File: config.mk
export PLATFORM = sky130hd
export DESIGN_NAME = axi_adapter_device
export DESIGN_NICKNAME = d
export VERILOG_FILES = /design/src/rtl/top_pkg.sv /design/src/rtl/axi_pkg.sv /design/src/rtl/axi_adapter_device.sv
export SDC_FILE = /design/constraint.sdc
export NUM_CORES = 1
export LEC_CHECK = 0
export ABC_AREA = 1
export BUFFER_PORTS_ARGS = -buffer_cell sky130_fd_sc_hd__buf_2
export CAP_MARGIN = 20
export CORE_UTILIZATION = 31
export CTS_CLUSTER_DIAMETER = 100
export CTS_CLUSTER_SIZE = 30
export DETAILED_ROUTE_END_ITERATION = 12
export PLACE_DENSITY = 0.63
export SYNTH_ARGS = -nofsm -noshare
export SYNTH_HDL_FRONTEND = slang
export SYNTH_SLANG_ARGS = --single-unit
File: constraint.sdc
create_clock -name clk_i -period 2.1 [get_ports clk_i]
set_input_delay 0.315 -clock clk_i [delete_from_list [all_inputs] [get_ports clk_i]]
set_output_delay 0.315 -clock clk_i [all_outputs]
set_load 0.01 [all_outputs]
File: src/rtl/top_pkg.sv
// Top-level bus geometry shared by every block on the AXI crossbar.
//   AXI_AW  : address width in bits
//   AXI_DW  : data width in bits
//   AXI_DSW : strobe width (one bit per data byte)
package top_pkg;

    localparam int AXI_AW  = 32;
    localparam int AXI_DW  = 32;
    localparam int AXI_DSW = AXI_DW / 8;

endpackage

File: src/rtl/axi_pkg.sv
// Simplified single-beat AXI channel bundles and response codes.
//   axi_h2d_t : host-to-device (crossbar request side)
//   axi_d2h_t : device-to-host (response side)
package axi_pkg;

    import top_pkg::*;

    localparam logic [1:0] RESP_OKAY   = 2'b00;
    localparam logic [1:0] RESP_SLVERR = 2'b10;

    typedef struct packed {
        logic               aw_valid;
        logic [AXI_AW-1:0]  aw_addr;
        logic               w_valid;
        logic [AXI_DW-1:0]  w_data;
        logic [AXI_DSW-1:0] w_strb;
        logic               b_ready;
        logic               ar_valid;
        logic [AXI_AW-1:0]  ar_addr;
        logic               r_ready;
    } axi_h2d_t;

    typedef struct packed {
        logic              aw_ready;
        logic              w_ready;
        logic              b_valid;
        logic [1:0]        b_resp;
        logic              ar_ready;
        logic              r_valid;
        logic [AXI_DW-1:0] r_data;
        logic [1:0]        r_resp;
    } axi_d2h_t;

endpackage

File: src/rtl/axi_adapter_device.sv
// Bridges one AXI transaction at a time onto a simple req/gnt/valid
// device port.
//
// Ports:
//   clk_i, rst_i  : clock, synchronous active-high reset
//   axi_i / axi_o : AXI request / response bundles (single beat)
//   req_o, gnt_i  : device request, accepted when both are high
//   we_o, be_o, addr_o, wdata_o : captured command, valid while req_o=1
//   valid_i, rdata_i, err_i     : device response (one per grant)
//   dbg_state_o   : current FSM state (0 IDLE, 1 REQ, 2 WAIT, 3 RSP)
//
// Handshake rule for every channel: a transfer happens in exactly the
// cycle where valid and ready are both high; a valid, once raised, holds
// its payload stable until that cycle, and ready may depend on valid.
module axi_adapter_device
    import top_pkg::*;
    import axi_pkg::*;
(
    input  logic               clk_i,
    input  logic               rst_i,
    input  axi_h2d_t           axi_i,
    output axi_d2h_t           axi_o,
    output logic               req_o,
    input  logic               gnt_i,
    output logic               we_o,
    output logic [AXI_DSW-1:0] be_o,
    output logic [AXI_AW-1:0]  addr_o,
    output logic [AXI_DW-1:0]  wdata_o,
    input  logic               valid_i,
    input  logic [AXI_DW-1:0]  rdata_i,
    input  logic               err_i,
    output logic [1:0]         dbg_state_o
);

    typedef enum logic [1:0] {
        S_IDLE = 2'd0,
        S_REQ  = 2'd1,
        S_WAIT = 2'd2,
        S_RSP  = 2'd3
    } state_e;

    state_e             state;
    logic               we_q;
    logic [AXI_AW-1:0]  addr_q;
    logic [AXI_DW-1:0]  wdata_q;
    logic [AXI_DSW-1:0] be_q;
    logic [AXI_DW-1:0]  rdata_q;
    logic               err_q;

    logic in_idle, in_req, in_rsp;
    logic write_acc, read_acc, rsp_ready;

    // Reset also gates the decodes so outputs are quiet from time zero,
    // before the first clock edge has had a chance to load the state.
    assign in_idle = (state == S_IDLE) && !rst_i;
    assign in_req  = (state == S_REQ)  && !rst_i;
    assign in_rsp  = (state == S_RSP)  && !rst_i;

    // A write needs both halves present; a lone AW or W just waits.
    // Writes win over a simultaneous read.
    assign write_acc = in_idle && axi_i.aw_valid && axi_i.w_valid;
    assign read_acc  = in_idle && axi_i.ar_valid && !(axi_i.aw_valid && axi_i.w_valid);
    assign rsp_ready = we_q ? axi_i.b_ready : axi_i.r_ready;

    always_ff @(posedge clk_i) begin
        if (rst_i) begin
            state   <= S_IDLE;
            we_q    <= 1'b0;
            addr_q  <= '0;
            wdata_q <= '0;
            be_q    <= '0;
            rdata_q <= '0;
            err_q   <= 1'b0;
        end else begin
            case (state)
                S_IDLE: begin
                    if (write_acc) begin
                        we_q    <= 1'b1;
                        addr_q  <= axi_i.aw_addr;
                        wdata_q <= axi_i.w_data;
                        be_q    <= axi_i.w_strb;
                        state   <= S_REQ;
                    end else if (read_acc) begin
                        we_q    <= 1'b0;
                        addr_q  <= axi_i.ar_addr;
                        wdata_q <= '0;
                        be_q    <= '1;
                        state   <= S_REQ;
                    end
                end
                S_REQ: begin
                    if (gnt_i) begin
                        // A device may answer in the grant cycle itself.
                        if (valid_i) begin
                            rdata_q <= rdata_i;
                            err_q   <= err_i;
                            state   <= S_RSP;
                        end else begin
                            state   <= S_WAIT;
                        end
                    end
                end
                S_WAIT: begin
                    if (valid_i) begin
                        rdata_q <= rdata_i;
                        err_q   <= err_i;
                        state   <= S_RSP;
                    end
                end
                S_RSP: begin
                    if (rsp_ready) begin
                        state <= S_IDLE;
                    end
                end
                default: state <= S_IDLE;
            endcase
        end
    end

    assign req_o       = in_req;
    assign we_o        = in_req ? we_q    : 1'b0;
    assign be_o        = in_req ? be_q    : '0;
    assign addr_o      = in_req ? addr_q  : '0;
    assign wdata_o     = in_req ? wdata_q : '0;
    assign dbg_state_o = state;

    always_comb begin
        axi_o          = '0;
        axi_o.aw_ready = write_acc;
        axi_o.w_ready  = write_acc;
        axi_o.ar_ready = read_acc;
        if (in_rsp && we_q) begin
            axi_o.b_valid = 1'b1;
            axi_o.b_resp  = err_q ? RESP_SLVERR : RESP_OKAY;
        end
        if (in_rsp && !we_q) begin
            axi_o.r_valid = 1'b1;
            axi_o.r_data  = rdata_q;
            axi_o.r_resp  = err_q ? RESP_SLVERR : RESP_OKAY;
        end
    end

endmodule

# Yosys cells after proc, flatten, opt, wreduce, memory -nomap -nowiden
# Cells that the tools add are included.
# totals
word_cells	62
out_inout_bits	113
reg_bits	104
input_bits	142
# op_classes
n_eq_ne	7
n_reduce_logical	19
n_mux	29
# ops
op	count
32-bit 2-to-1 mux	8
32-bit case mux with 2 select lines	1
35-bit 2-to-1 mux	1
2-bit 2-to-1 mux	6
4-bit 2-to-1 mux	3
1-bit logical AND	10
2-bit case mux with 4 select lines	1
1-bit 2-to-1 mux	7
2-bit inequality test, second input constant	3
2-bit equality test, second input constant	2
2-bit AND reduction	2
4-bit AND reduction	1
2-bit nonzero test	2
1-bit logical NOT	3
3-bit 2-to-1 mux	1
3-bit inequality test, second input constant	1
2-bit by 1-bit equality test with 1-bit output, second input constant	1
2-bit logical NOT	1
1-bit case mux with 2 select lines	1

# Logic depth before layout (Yosys ltp)
# Gate-level depths: netlist (run 1).
# depth
ltp_word	7
ltp_mapped	12
mapped_depth_nobuf	10

# Worst setup path before layout (run 1)
# Ideal clock, no wire load.
# synth_timing
path_type	reg-to-output
start	register state[0], in the netlist dbg_state_o[0]
end	output wdata_o[21]
required_ns	1.785
arrival_time_ns	1.539
n_path_buf	2
slack_ns	0.246
path_stages_with_launch	8
path_cell_list	dfxtp_1 ha_1 inv_1 nor2_1 inv_2 buf_2 buf_2 nor2_1
# synth_between
elab_chain_len	3
# synth_rtl
item	line	text
start: declaration	axi_adapter_device.sv:42	state_e state;
start signal: assignment	axi_adapter_device.sv:67	state <= S_IDLE;
start signal: assignment	axi_adapter_device.sv:82	state <= S_REQ;
start signal: assignment	axi_adapter_device.sv:88	state <= S_REQ;
2-bit by 1-bit equality test with 1-bit output	axi_adapter_device.sv:56	assign in_req = (state == S_REQ) && !rst_i;
1-bit logical AND	axi_adapter_device.sv:56	
named net req_o	axi_adapter_device.sv:23	output logic req_o,
32-bit 2-to-1 mux	axi_adapter_device.sv:124	assign wdata_o = in_req ? wdata_q : '0;
end: declaration	axi_adapter_device.sv:28	output logic [AXI_DW-1:0] wdata_o,
# The timed path passes the listed nets, and every way through them passes these cells.

==> flow_metrics.env, run 1 <==
export IMPL_status="finished clean"
export IMPL_netlist_top_cells_area="dfxtp_1, nor2_1, nand2_1"
export IMPL_io_pins=255
export IMPL_end_kind="output pin"
export IMPL_setup_slack_ps=98.54
export IMPL_timing_rr_start="dbg_state_o[0]$_SDFFE_PP0P_"
export IMPL_die_width_um=130.4
export IMPL_dp_hpwl_um=10380
export IMPL_drtIter0Drc=216
export IMPL_cp_max_fo=16
export IMPL_synth_top_cell_by_area="dfxtp_1"
export IMPL_max_cap_violations=0
export IMPL_drive_above_1_share_pct=29.47
export IMPL_dieArea_um2=17010
export IMPL_worstPathArrival_ps=1690
export IMPL_mostFrequentLayoutCell="buf_2"
export IMPL_power_mw=6.746
export IMPL_rr_worst_depth=10
export IMPL_grt_max_degree=67
export IMPL_clock_latency_ps=340
export IMPL_hold_buffers=0
export IMPL_wl_um=15340
export IMPL_seq_area_frac_synth_pct=40.71
export IMPL_area_growth_pct=38.15
export IMPL_crit_family="buffers and inverters"
export IMPL_cts_path_max_buffers=2
export IMPL_grt_pass1_vias=4833
export IMPL_leakagePower_nw=3.660
export IMPL_fin_cells=1295
export IMPL_crit_cells=8
export IMPL_dp_slack_ps=184.9
export IMPL_min_path_type="in -> reg"
export IMPL_start_util_pct=31.96
export IMPL_syn_inst=842
export IMPL_grt_pass1_wl_um=23380
export IMPL_coreArea_um2=16000
export IMPL_most_common_layout_cells="buf_2, nand2_1, nor2_1, inv_1, dfxtp_1"
export IMPL_htree_levels=3
export IMPL_cts_root_buf="clkbuf_16"
export IMPL_use_met2_pct=28.97
export IMPL_viasPerCell=4.283
export IMPL_finalHoldViolations=0
export IMPL_ant_nets=0
export IMPL_place_inst=1272
export IMPL_vias=5546
export IMPL_grt_use_total_pct=17.62
export IMPL_wire_per_inst_um=11.84
export IMPL_min_period_over_period_pct=95.31
export IMPL_synth_cell_types=23
export IMPL_worst_path_most_repeated_cell="inv_2"
export IMPL_nets=1220
export IMPL_p_per_area_nw_per_um2=954.9
export IMPL_use_met3_pct=4.723
export IMPL_row_count=46
export IMPL_gp_congestion=0.7582
export IMPL_crit_start="dbg_state_o[1]$_SDFFE_PP0P_"
export IMPL_fin_area_um2=7064
export IMPL_synth_seq_cells=104
export IMPL_rrSetupSlack_ps=330
export IMPL_ir_drop_v=0.0005477
export IMPL_portBuffers=252
export IMPL_grt_overflow=0
export IMPL_crit_end="axi_o[19]"
export IMPL_cp_cell_sequence="buf_4 > ha_2 > inv_2 > nor3_4 > inv_2 > clkbuf_16 > nor2_1 > buf_2"
export IMPL_max_stage_delay_ps=340
export IMPL_busiest_layer="met2"
export IMPL_antenna_cells=0
export IMPL_worst_path_buf_inv=5
export IMPL_skew_ps=5.622
export IMPL_route_detailed_drc=0
export IMPL_place_area_um2=6523
export IMPL_antenna_found_initial=2
export IMPL_cpMaxStageDelayCell="dfxtp_2"
export IMPL_start_kind="flop"
export IMPL_avgSynthCellArea_um2=6.073
export IMPL_grt_use_met1_pct=22.23
export IMPL_cts_tree="done"
export IMPL_synth_top_cell_area_share_pct=40.71
export IMPL_dr_pass1_iters=4
export IMPL_synth_area_um2=5114
export IMPL_layout_min_cycle_time_ps=2001
export IMPL_r2r_end="addr_q[28]$_SDFFE_PP0P_"
export IMPL_clkSlewWorstSetupHoldPaths_ps=70
export IMPL_fill_cells=1792
export IMPL_die_y_um=130.4
export IMPL_drv_slew=0
export IMPL_cp_required_ps=1780
export IMPL_clock_sinks=104
export IMPL_yosys_warnings=0
export IMPL_finalSetupViolCount=0
export IMPL_fmax_mhz=499.6
export IMPL_path_class="reg -> out"
export IMPL_holdCritStartpoint="rdata_i[28]"
export IMPL_cts_buffers=9
[worst reg2reg max path, cell delays in order (launching register included)]
cell     delay [ps]
dfxtp_4         380
inv_1            80
ha_2            220
inv_2            40
nor2_2          120
nand2_4          80
buf_4           150
nand2_2          70
buf_4           290
o21ai_0         130
nor2_1          140
[Yosys cell counts]
cell / number
inv_4: 1
inv_2: 4
nand2_2: 2
conb_1: 1
buf_2: 16
nor3_1: 1
nand2_1: 234
buf_1: 5
nor2_2: 1
buf_6: 5
nor3_2: 1
clkbuf_1: 17
o21ai_1: 4
a21oi_1: 39
o21ai_0: 34
o211ai_1: 1
nand3_2: 1
dfxtp_1: 104
buf_4: 11
nand3_1: 3
nor2_1: 241
ha_1: 4
inv_1: 112
[flip-flops by register name (all words and copies together), names as in the netlist]
name	flops
addr_q	32
be_q	4
dbg_state_o	2
err_q	1
rdata_q	32
wdata_q	32
we_q	1
[final cells by class]
cell class / count / area [um2] / area share (%)
inverter: 117 / 444.2 / 6.288
clock buffer: 9 / 225.2 / 3.188
tap: 216 / 270.3 / 3.826
multi-input combinational: 568 / 2346 / 33.21
clock inverter: 7 / 127.6 / 1.807
timing repair buffer: 274 / 1564 / 22.14
sequential: 104 / 2087 / 29.54
[report_power, final]
group          total, mW  internal [mW]  switching (mW)
sequential          2.52           2.36           0.153
clock               1.98           1.18           0.799
combinational       2.25          0.847            1.40
[metal layers]
metal	part of all wire [%]	vias up
met2	45	190
met3	8.0	20
met4	1.4	4
li1	-	2920
met1	45	2412
met5	0.15	-
[timing repair]
| item | 4_1_cts | 5_1_grt |
|---|---|---|
| resized for setup | 13 | 14 |
| pin swaps | 0 | 1 |
| cloned | 2 | 1 |
| buffers inserted | 2 | 2 |
| endpoints found under the setup margin | 93 | 64 |
[worst min-delay path by stage]
stage / endpoint / slack [ps] / depth (start not counted)
after floorplan: be_q[3]$_SDFFE_PP0P_ / 430 / 2
after global placement: wdata_q[19]$_SDFFE_PP0P_ / 450 / 2
after detailed placement: be_q[1]$_SDFFE_PP0P_ / 450 / 2
after CTS: rdata_q[28]$_SDFFE_PP0P_ / 170 / 3
after global routing: rdata_q[29]$_SDFFE_PP0P_ / 180 / 3
final: rdata_q[28]$_SDFFE_PP0P_ / 190 / 3
[stage by stage]
stage / utilization [%] / hold slack (ps) / TNS (ps)
final: 44.15 / 188.0 / 0
after global routing: 44.15 / 182.8 / -9.762
after CTS: 43.73 / 172.4 / 0
after detailed placement: 40.76 / 450.4 / 0
after global placement: 40.76 / 448.7 / 0
after floorplan: - / 434.4 / 0
[logic make-up (layout without fill, tap and decap cells)]
family	after synthesis	count (layout)	share of synthesized area (%)
compound gates	78	78	7.683
flops	104	104	40.71
buf+inv	171	407	14.53
other cells	1	2	0.07333
fa+ha+maj	4	4	0.9788
simple gates	484	484	36.02
Power figures use the tool's default switching activity.
==> inputs of run 2 (changes only) <==
- CORE_MARGIN: not set -> 5
- clock period: 2.1 -> 1.89 ns (I/O delays scaled with it)
==> run 2 against run 1 <==
The flow now finishes with violations (setup timing); clock power shrank 5%; largest cell class unchanged; routed wire length grew 12%; power grew 12%.
==> flow_metrics.env, run 2 (synthesis results as in run 1) <==
export IMPL_status="finished, violations left"
export IMPL_violations="setup timing"
export IMPL_grt_use_met1_pct=20.37
export IMPL_cp_required_ps=1610
export IMPL_finalHoldViolations=0
export IMPL_busiest_layer="met2"
export IMPL_most_common_layout_cells="nand2_1, buf_2, nor2_1, inv_1, dfxtp_1"
export IMPL_io_pins=255
export IMPL_final_setup_tns_ps=-976.1
export IMPL_route_detailed_drc=0
export IMPL_crit_cells=9
export IMPL_viasPerCell=4.312
export IMPL_coreArea_um2=16410
export IMPL_antenna_found_initial=1
export IMPL_clock_latency_ps=350
export IMPL_switchingPower_mw=2.755
export IMPL_clkSlewWorstSetupHoldPaths_ps=70
export IMPL_wl_um=17170
export IMPL_finalSetupViolCount=46
export IMPL_cp_max_fo=4
export IMPL_path_class="reg -> out"
export IMPL_p_per_area_nw_per_um2=1006
export IMPL_drtIter0Drc=157
export IMPL_grt_overflow=0
export IMPL_vias=5649
export IMPL_wire_per_inst_um=13.10
export IMPL_grt_pass1_vias=5391
export IMPL_area_growth_pct=46.78
export IMPL_fin_cells=1310
export IMPL_max_stage_delay_ps=340
export IMPL_worst_path_most_repeated_cell="buf_6"
export IMPL_use_met2_pct=28.98
export IMPL_layout_min_cycle_time_ps=1953
export IMPL_dieArea_um2=19160
export IMPL_row_count=47
export IMPL_end_kind="output pin"
export IMPL_leakagePower_nw=3.736
export IMPL_cpMaxStageDelayCell="dfxtp_2"
export IMPL_crit_family="buffers and inverters"
export IMPL_skew_ps=6.273
export IMPL_cts_tree="done"
export IMPL_min_path_cells=3
export IMPL_use_met3_pct=5.421
export IMPL_drive_above_1_share_pct=33.03
export IMPL_mostFrequentLayoutCell="nand2_1"
export IMPL_worstPathArrival_ps=1670
export IMPL_ir_drop_v=0.0004571
export IMPL_die_y_um=138.4
export IMPL_start_kind="flop"
export IMPL_p_seq_share_pct=37.0
export IMPL_cts_buffers=9
export IMPL_cts_path_max_buffers=2
export IMPL_min_path_type="in -> reg"
export IMPL_ant_nets=0
export IMPL_worst_path_buf_inv=6
export IMPL_fill_cells=1729
export IMPL_dp_hpwl_um=11240
export IMPL_start_util_pct=31.17
export IMPL_fmax_mhz=512.0
export IMPL_top_regs="addr_q x32, rdata_q x32, wdata_q x32"
export IMPL_clock_sinks=104
export IMPL_die_width_um=138.4
export IMPL_rsz0062_at_grt="yes"
export IMPL_cp_cell_sequence="buf_6 > ha_4 > inv_4 > nor3_4 > inv_2 > buf_6 > buf_16 > nor2_4 > buf_6"
export IMPL_grt_pass1_wl_um=26590
export IMPL_dr_pass1_iters=4
export IMPL_portBuffers=252
export IMPL_max_cap_violations=0
export IMPL_switching_share_pct=36.49
export IMPL_power_internal_mw=4.795
export IMPL_antenna_cells=0
export IMPL_gp_congestion=0.8081
export IMPL_pwr_share_comb_pct=38.0
export IMPL_rr_worst_depth=11
export IMPL_min_period_over_period_pct=103.3
export IMPL_htree_levels=3
export IMPL_grt_max_degree=67
export IMPL_grt_use_total_pct=16.95
export IMPL_nets=1231
export IMPL_dp_slack_ps=118.9
export IMPL_drv_slew=0
export IMPL_setup_slack_ps=-63.27
export IMPL_clkPwrFrac_pct=25.0
export IMPL_cts_root_buf="clkbuf_16"
export IMPL_place_inst=1278
## run 2: stage by stage
stage	utilization, %	power (mW)	area (um2)	hold slack (ps)
floorplan	-	4.513	5117	418.4
finish	45.75	7.550	7506	155.1
detailed placement	39.95	5.214	6555	450.5
CTS	45.11	7.512	7401	133.4
global route	45.75	8.147	7506	152.5
global placement	39.95	5.182	6555	444.9
## run 2: final timing paths
kind         slack, ps                        start                        to
max                -60  dbg_state_o[1]$_SDFFE_PP0P_                  axi_o[4]
max reg2reg        190  dbg_state_o[0]$_SDFFE_PP0P_    addr_q[4]$_SDFFE_PP0P_
min reg2reg        460         be_q[3]$_SDFFE_PP0P_      be_q[3]$_SDFFE_PP0P_
min                160                  rdata_i[24]  rdata_q[24]$_SDFFE_PP0P_
## run 2: power groups by stage
stage               Combinational [mW]  Clock [mW]  Sequential [mW]
global placement                  2.38           0             2.81
CTS                               2.75        1.97             2.79
finish                            2.87        1.89             2.79
floorplan                         1.71           0             2.81
global route                      3.27        2.03             2.84
detailed placement                2.39           0             2.82
## run 2: final cells by class
| cell class | instances | area [um2] | area share, % |
|---|---|---|---|
| well taps | 220 | 275.3 | 3.667 |
| clock inverters | 4 | 55.05 | 0.7335 |
| inverters | 117 | 454.2 | 6.051 |
| repair buffers | 285 | 1864 | 24.84 |
| flip-flops and latches | 104 | 2087 | 27.80 |
| multi-input cells | 568 | 2534 | 33.76 |
| clock buffers | 12 | 236.5 | 3.151 |
## run 2: worst register-to-register path: cells and delay by family, from the launching register on
| kind | cells | cell delay (ps) |
|---|---|---|
| and+or+nand+nor | 5 | 510 |
| adders and majority gates | 1 | 170 |
| buffers and inverters | 5 | 560 |
| DFF | 1 | 370 |
## run 2: timing repair
action                     CTS  global route
cloned                       6             3
buffers inserted             7             1
gates resized for setup     86            24
pin swaps                    3             1
setup endpoints to repair  104           117
hold buffers                 0             0
## run 2: routing by layer
metal  up-vias  part of all wire (%)
met3        20                   7.5
li1       2948                     -
met5         -                 0.041
met2       193                    47
met4         2                   1.6
met1      2486                    44
==> inputs of run 3 (changes only) <==
--- a/config.mk
+++ b/config.mk
@@ -10,3 +10,2 @@
 export CAP_MARGIN = 20
-export CORE_MARGIN = 5
 export CORE_UTILIZATION = 31
@@ -16,2 +15,3 @@
 export PLACE_DENSITY = 0.63
+export RECOVER_POWER = 100
 export SYNTH_ARGS = -nofsm -noshare
==> constraint.sdc (replaced) <==
create_clock -name clk_i -period 1.89 [get_ports clk_i]
set_input_delay 0.189 -clock clk_i [delete_from_list [all_inputs] [get_ports clk_i]]
set_output_delay 0.189 -clock clk_i [all_outputs]
set_load 0.01 [all_outputs]
==> run 3 against run 2 <==
The run still ends with setup timing left; sequential power is essentially flat; sequential share of layout area grew 1.1 points; first-iteration DRC count grew 38%; via count shrank 1.6%; clock power grew 15%; global-route usage grew 1.1 points; clock-buffer cell count shrank 1; cell area shrank 3.9%; sequential cell count is the same; combinational power shrank 7.7%; hold slack lost 90 ps; cell count shrank 0.53%; largest cell class unchanged; largest power group is now sequential cells.
==> flow_metrics.env, run 3 (synthesis results as in run 1) <==
export IMPL_status="finished, violations left"
export IMPL_violations="setup timing"
export IMPL_max_stage_delay_ps=330
export IMPL_cpMaxStageDelayCell="dfxtp_2"
export IMPL_power_internal_mw=5.000
export IMPL_p_seq_share_pct=36.5
export IMPL_vias=5559
export IMPL_leakagePower_nw=3.716
export IMPL_fill_cells=1731
export IMPL_most_common_layout_cells="buf_2, nand2_1, nor2_1, inv_1, dfxtp_1"
export IMPL_start_kind="flop"
export IMPL_setup_slack_ps=-12.75
export IMPL_drtIter0Drc=216
export IMPL_min_path_cells=3
export IMPL_cts_buffers=9
export IMPL_pwr_share_comb_pct=34.9
export IMPL_die_y_um=130.4
export IMPL_grt_overflow=0
export IMPL_max_cap_violations=0
export IMPL_area_growth_pct=41.13
export IMPL_path_class="reg -> out"
export IMPL_clkPwrFrac_pct=28.6
export IMPL_power_mw=7.592
export IMPL_place_inst=1274
export IMPL_cp_max_fo=12
export IMPL_start_util_pct=31.96
export IMPL_holdWs_ps=64.69
export IMPL_dp_slack_ps=221.1
export IMPL_nets=1230
export IMPL_grt_pass1_vias=5069
export IMPL_fin_cells=1303
export IMPL_top_regs="addr_q x32, rdata_q x32, wdata_q x32"
export IMPL_min_period_over_period_pct=100.7
export IMPL_cts_root_buf="clkbuf_16"
export IMPL_antenna_found_initial=2
export IMPL_die_width_um=130.4
export IMPL_switchingPower_mw=2.592
export IMPL_wire_per_inst_um=11.93
export IMPL_io_pins=255
export IMPL_grt_use_total_pct=18.07
export IMPL_clock_latency_ps=350
export IMPL_drive_above_1_share_pct=30.54
export IMPL_dieArea_um2=17010
export IMPL_skew_ps=5.902
export IMPL_hold_buffers=0
export IMPL_rr_worst_depth=13
export IMPL_route_detailed_drc=0
export IMPL_cts_path_max_buffers=2
export IMPL_clock_sinks=104
export IMPL_dr_pass1_iters=4
export IMPL_layout_min_cycle_time_ps=1903
export IMPL_portBuffers=252
export IMPL_wl_um=15550
export IMPL_drv_slew=0
export IMPL_grt_max_degree=67
export IMPL_rsz0062_at_grt="yes"
export IMPL_cp_cell_sequence="buf_4 > inv_1 > ha_1 > inv_2 > nor2_4 > nand2_4 > inv_4 > buf_12 > buf_2"
export IMPL_gp_congestion=0.7704
export IMPL_finalHoldViolations=0
export IMPL_htree_levels=3
export IMPL_switching_share_pct=34.15
export IMPL_worstPathArrival_ps=1710
export IMPL_row_count=46
export IMPL_ant_nets=0
export IMPL_p_per_area_nw_per_um2=1052
export IMPL_dp_hpwl_um=10360
export IMPL_viasPerCell=4.266
export IMPL_ir_drop_v=0.0005656
export IMPL_end_kind="output pin"
export IMPL_grt_pass1_wl_um=23960
export IMPL_fmax_mhz=525.6
export IMPL_finalSetupViolCount=2
export IMPL_cts_tree="done"
export IMPL_cp_required_ps=1700
export IMPL_coreArea_um2=16000
export IMPL_clkSlewWorstSetupHoldPaths_ps=70
export IMPL_mostFrequentLayoutCell="buf_2"
export IMPL_min_path_type="in -> reg"
export IMPL_antenna_cells=0
## run 3: cell types whose count changed in the layout (fill, tap and decap cells not counted), moves of 3 or more
cell,before,now
buf_6,24,3
clkbuf_16,12,9
nor2_4,19,2
buf_2,233,250
nor2_1,198,220
nor2_2,25,20
## run 3: repair_timing
action | in CTS | in global routing
pin swaps | 1 | 2
resized for setup | 40 | 4
gates cloned | 5 | 0
setup endpoints to repair | 98 | 150
setup buffers | 9 | 1
## run 3: worst paths after layout
check	startpoint	to	slack (ps)
setup / recovery	dbg_state_o[0]$_SDFFE_PP0P_	axi_o[39]	-10
hold / removal	rdata_i[26]	rdata_q[26]$_SDFFE_PP0P_	60
setup reg to reg	dbg_state_o[0]$_SDFFE_PP0P_	addr_q[16]$_SDFFE_PP0P_	70
hold reg to reg	be_q[3]$_SDFFE_PP0P_	be_q[3]$_SDFFE_PP0P_	460
## run 3: per-layer routing
metal  track usage [%]  wire (um)  up-vias  part of all wire (%)
li1                  -          -     2933                     -
met1             20.40       6862     2423                    44
met2             32.26       7270      176                    47
met3             5.456       1124       23                   7.2
met4             6.220        263        4                   1.7
met5                 0         23        -                  0.15
## run 3: metrics by stage
step	cell area, um2	TNS, ps	util, %
final	7217	-25.34	45.10
after global routing	7217	-8112	45.10
after floorplan	5117	0	-
after global placement	6550	0	40.94
after CTS	7212	-65.79	45.07
after detailed placement	6550	0	40.94
## run 3: power groups by stage
stage | clock network, mW | logic, mW | registers (mW)
4_1_cts | 2.24 | 2.65 | 2.77
3_3_place_gp | 0 | 2.37 | 2.80
2_1_floorplan | 0 | 1.71 | 2.81
3_5_place_dp | 0 | 2.39 | 2.81
6_report | 2.17 | 2.65 | 2.77
5_1_grt | 2.33 | 3.01 | 2.83
## run 3: final cells by class
| cell class | count | area, um2 | share of cell area [%] |
|---|---|---|---|
| Sequential cell | 104 | 2085 | 28.88 |
| Clock inverter | 3 | 90.09 | 1.248 |
| Multi-Input combinational cell | 568 | 2391 | 33.13 |
| Inverter | 117 | 449.2 | 6.224 |
| Timing Repair Buffer | 284 | 1679 | 23.27 |
| Clock buffer | 11 | 252.7 | 3.502 |
| Tap cell | 216 | 270.3 | 3.745 |
## run 3: worst max-delay path, delay by kind of cell (launching register included)
kind,cells,cell delay [ps]
and+or+nand+nor,2,190
adders and majority gates,1,230
DFF,1,330
buffers and inverters,6,620
